<file path="config.mk">
export PLATFORM = sky130hd
export DESIGN_NAME = buffer_escritura_registros
export DESIGN_NICKNAME = d
export VERILOG_FILES = /design/src/rtl/buffer_escritura_registros.sv
export SDC_FILE = /design/constraint.sdc
export NUM_CORES = 1
export LEC_CHECK = 0
export ABC_AREA = 1
export CAP_MARGIN = 20
export CELL_PAD_IN_SITES_DETAIL_PLACEMENT = 0
export CELL_PAD_IN_SITES_GLOBAL_PLACEMENT = 1
export CORE_MARGIN = 4
export CORE_UTILIZATION = 40
export CTS_CLUSTER_SIZE = 30
export DETAILED_ROUTE_END_ITERATION = 12
export PLACE_DENSITY_LB_ADDON = 0.1
export SYNTH_ARGS = -nofsm -noshare
export SYNTH_HDL_FRONTEND = slang
export SYNTH_SLANG_ARGS = --single-unit
</file>
<file path="constraint.sdc">
create_clock -name clk -period 3.1 [get_ports clk]
set_input_delay 0.31 -clock clk [delete_from_list [all_inputs] [get_ports clk]]
set_output_delay 0.31 -clock clk [all_outputs]
set_load 0.01 [all_outputs]
</file>
<file path="src/rtl/buffer_escritura_registros.sv">
// rtl/buffer_escritura_registros.sv - register file write-back FIFO with pending-write lookup
// Optional same-cycle bypass into an empty, unstalled buffer: define WB_BYPASS_EN.
module buffer_escritura_registros #(
  parameter int DEPTH  = 4,
  parameter int ADDR_W = 5,
  parameter int DATA_W = 32
) (
  input  logic                     clk,
  input  logic                     reset,
  input  logic                     in_valid,
  output logic                     in_ready,
  input  logic [ADDR_W-1:0]        in_reg,
  input  logic [DATA_W-1:0]        in_data,
  input  logic                     rf_stall,
  output logic                     rf_write_enable,
  output logic [ADDR_W-1:0]        rf_write_reg,
  output logic [DATA_W-1:0]        rf_write_data,
  input  logic [ADDR_W-1:0]        query_reg_1,
  input  logic [ADDR_W-1:0]        query_reg_2,
  output logic                     query_hit_1,
  output logic                     query_hit_2,
  output logic [DATA_W-1:0]        query_data_1,
  output logic [DATA_W-1:0]        query_data_2,
  output logic [$clog2(DEPTH):0]   count,
  output logic                     empty,
  output logic                     full
);

  localparam int PTR_W = $clog2(DEPTH);
  localparam int CNT_W = PTR_W + 1;

  logic [ADDR_W-1:0] mem_reg  [DEPTH];
  logic [DATA_W-1:0] mem_data [DEPTH];
  logic [PTR_W-1:0]  head;
  logic [PTR_W-1:0]  tail;
  logic              push;
  logic              pop;
  logic              bypass;
  logic [PTR_W-1:0]  idx;

  assign empty    = (count == '0);
  assign full     = (count == CNT_W'(DEPTH));
  assign in_ready = !full;

`ifdef WB_BYPASS_EN
  assign bypass = empty && !rf_stall && in_valid && (in_reg != '0);
`else
  assign bypass = 1'b0;
`endif

  // Register 0 writes are acknowledged but dropped; bypassed requests never enter storage.
  assign push = in_valid && in_ready && (in_reg != '0) && !bypass;
  assign pop  = !empty && !rf_stall;

  always_ff @(posedge clk) begin
    if (reset) begin
      head  <= '0;
      tail  <= '0;
      count <= '0;
    end else begin
      if (push) tail <= tail + PTR_W'(1);
      if (pop)  head <= head + PTR_W'(1);
      count <= count + CNT_W'(push) - CNT_W'(pop);
    end
  end

  always_ff @(posedge clk) begin
    if (push) begin
      mem_reg[tail]  <= in_reg;
      mem_data[tail] <= in_data;
    end
  end

  always_comb begin
    rf_write_enable = pop || bypass;
    rf_write_reg    = '0;
    rf_write_data   = '0;
    if (bypass) begin
      rf_write_reg  = in_reg;
      rf_write_data = in_data;
    end else if (!empty) begin
      rf_write_reg  = mem_reg[head];
      rf_write_data = mem_data[head];
    end
  end

  // Walk oldest to youngest so a later match overrides an earlier one.
  always_comb begin
    query_hit_1  = 1'b0;
    query_hit_2  = 1'b0;
    query_data_1 = '0;
    query_data_2 = '0;
    idx          = '0;
    for (int i = 0; i < DEPTH; i++) begin
      idx = head + PTR_W'(i);
      if (CNT_W'(i) < count) begin
        if ((query_reg_1 != '0) && (mem_reg[idx] == query_reg_1)) begin
          query_hit_1  = 1'b1;
          query_data_1 = mem_data[idx];
        end
        if ((query_reg_2 != '0) && (mem_reg[idx] == query_reg_2)) begin
          query_hit_2  = 1'b1;
          query_data_2 = mem_data[idx];
        end
      end
    end
  end

endmodule
</file>
==> results.toml <==
[synth]
yosysSeqAreaShare_pct = 37.30
yosys.area.top_type = "edfxtp_1"
synth_top_flop_cell = "edfxtp_1"
yosysUniqueCellTypes = 35
synth_top_cells_by_area = "edfxtp_1 36%, nand2_1 20%, nor2_1 14%"
synth_most_common_cell = "nand2_1"
syn_avg_cell_area_sq_um = 6.478
synth_warnings = 0
synth_common_cells = "674 x nand2_1, 466 x nor2_1, 148 x edfxtp_1"
synthArstFlopShare_pct = 0
synth-seq-cells = 157
synthCells = 1914
synth_top_area_share_pct = 35.84
netlist_area_sq_mm = 0.01240
synth-edff-count = 148
synth_nets = 1974

[worst_setup_path]
path_class = "flip-flop to output pin"
worstSetupStartpointType = "flip-flop"
cp_slowest_cell = "clkdlybuf4s50_1"
end_kind = "output pin"
cp_max_fo = 5
cp.required_ns = 2.79
crit_top_cell = "buf_6"
reg2regPathDepth = 10
path_cells = "inv_6, buf_6, nor2_4, a21oi_4, nand3_1, nand2_4, nor2_4, buf_6, buf_6, nand3_4, buf_8, nor2_1, nor2_1, nand2_1, nand2_1, clkdlybuf4s50_1"
arrival_ns = 2.93
max_stage_delay_ns = 0.47
rrSetupSlack_ns = 0.85

[clock_tree]
cts_made_buffers = 17
insertion_delay_ns = 0.44
clock-sinks = 157
cts_buffer_depth = 2
cts_tree = "done"
holdBufCountCts = 0
clk_pin_slew_ns = 0.06
cts_max_level = 4
root_buffer = "clkbuf_16"

[floorplan]
die_w_um = 184.1
ios = 161
die_h_um = 184.1
initial_core_util_pct = 40.54
core-area_sq_mm = 0.03059
placementRows = 64
dieArea_sq_mm = 0.03388

[timing]
post-route-min-period_ns = 3.241
period_share_pct = 104.5
tightest_slew_ns = 0.6065
slew_headroom_pct = 59.56
setup_viol = 6
hold_viol = 0
worst_hold_slack_ns = 0.4967
fin_skew_ns = 0.006301
grt_setup_unrepaired = "true"
fin_ws_ns = -0.1408
drv_slew = 0
max_freq_ghz = 0.3086

[placement]
io_buffers = 160
hpwlAfterDp_um = 29430
pre_cts_ws_ns = 0.03946
dp.cells = 2422
gp_congestion = 0.8951

[power_and_ir_drop]
p_leak_nw = 7.642
ir_drop_v = 0.0004532
pwr_density_cell_mw_per_mm2 = 786.7

[run_status]
status = "finished, violations left"
violations = "negative setup slack"

[hold_path]
min_path_cells = 1
hold_path_class = "input pin to flip-flop"

[cells_and_area]
drive_gt1_share_pct = 16.55
final_cells = 2517
largest_register_ffs = 128
diodes = 0
finalNetCount = 2170
area_delta_synth_final_pct = 33.61
nFillCells = 2948

[drt]
firstDrtPassIters = 6
wl_per_cell_um = 18.92
viasPerCell = 5.369
drc_errors = 0
vias = 13510
wl_um = 47630
drtIter0Drc = 1166
ant_nets = 0

[job]
cap_violations = 0

[global_route]
overflow = 0
grt_pass1_vias = 12470
antenna_found_initial = 0
grt_max_degree = 45
gr-usage-all-layers_pct = 26.65
grt_pass1_wl_um = 70150
==> layout make-up <==
class	instances	area (sq um)	area share [%]
inverters	111	431.7	2.606
multi-input cells	1525	7261	43.83
clock buffers	17	425.4	2.568
flip-flops and latches	157	4636	27.98
well taps	396	495.5	2.991
clock inverters	13	118.9	0.7175
repair buffers	298	3199	19.31
==> metrics by stage <==
step / TNS, ns / power, mW / utilization, % / area [sq um]
finish: -0.3825 / 13.03 / 54.16 / 16570
global route: -3.521 / 13.90 / 54.16 / 16570
CTS: -11.00 / 12.37 / 51.46 / 15740
detailed placement: 0 / 10.20 / 48.32 / 14780
global placement: 0 / 10.18 / 48.32 / 14780
floorplan: 0 / 7.198 / - / 12400
==> routing by layer <==
metal | global-route usage [%] | part of all wire, % | wire, um
met1 | 34.46 | 42 | 19860
met2 | 46.32 | 49 | 23370
met3 | 3.779 | 7.0 | 3346
met4 | 8.075 | 2.2 | 1060
met5 | 0 | 0 | 0
==> cells in the final DEF (no fill, tap or decap), types with 35 or more instances in the layout <==
| cell | synthesis | final |
|---|---|---|
| buf_4 | 14 | 66 |
| clkbuf_2 | 0 | 35 |
| clkdlybuf4s50_1 | 0 | 96 |
| edfxtp_1 | 148 | 148 |
| inv_1 | 107 | 104 |
| nand2_1 | 674 | 614 |
| nand2_2 | 3 | 56 |
| nand3_1 | 75 | 70 |
| nor2_1 | 466 | 421 |
| o21ai_0 | 132 | 130 |
==> worst paths after layout <==
| path | start | to |
|---|---|---|
| max | head[1]$_SDFFE_PP0P_ | query_data_1[6] |
| min | in_data[18] | mem_data[1][18]$_DFFE_PP_ |
| max reg2reg | count[1]$_SDFF_PP0_ | count[2]$_SDFF_PP0_ |
| min reg2reg | tail[1]$_SDFFE_PP0P_ | tail[1]$_SDFFE_PP0P_ |
==> timing repair <==
item	in CTS	in global routing
gates resized for setup	73	280
setup buffers	16	34
gates cloned	8	8
pin swaps	10	19
endpoints found under the setup margin	67	66
==> logic make-up after synthesis <==
kind of cell / synth area share [%]
adder cells (fa/ha/maj): 0.9688
buffers and inverters: 8.325
flip-flops: 37.30
AND/OR/NAND/NOR: 40.48
AO/OA/AOI/OAI: 12.64
XOR/XNOR: 0.2826
==> critical path, delay by kind of cell, from the launching register on <==
family | cells | cell delay (ns)
and+or+nand+nor | 9 | 0.91
buffers and inverters | 6 | 1.08
DFF | 1 | 0.41
AOI/OAI and AO/OA | 1 | 0.09
==> where the power goes <==
| part | internal, mW | total (mW) | switching, mW |
|---|---|---|---|
| registers | 2.58 | 2.74 | 0.158 |
| logic | 3.12 | 8.33 | 5.21 |
| clock network | 1.10 | 1.96 | 0.867 |
Note: power is estimated with default switching activity, not from simulation.
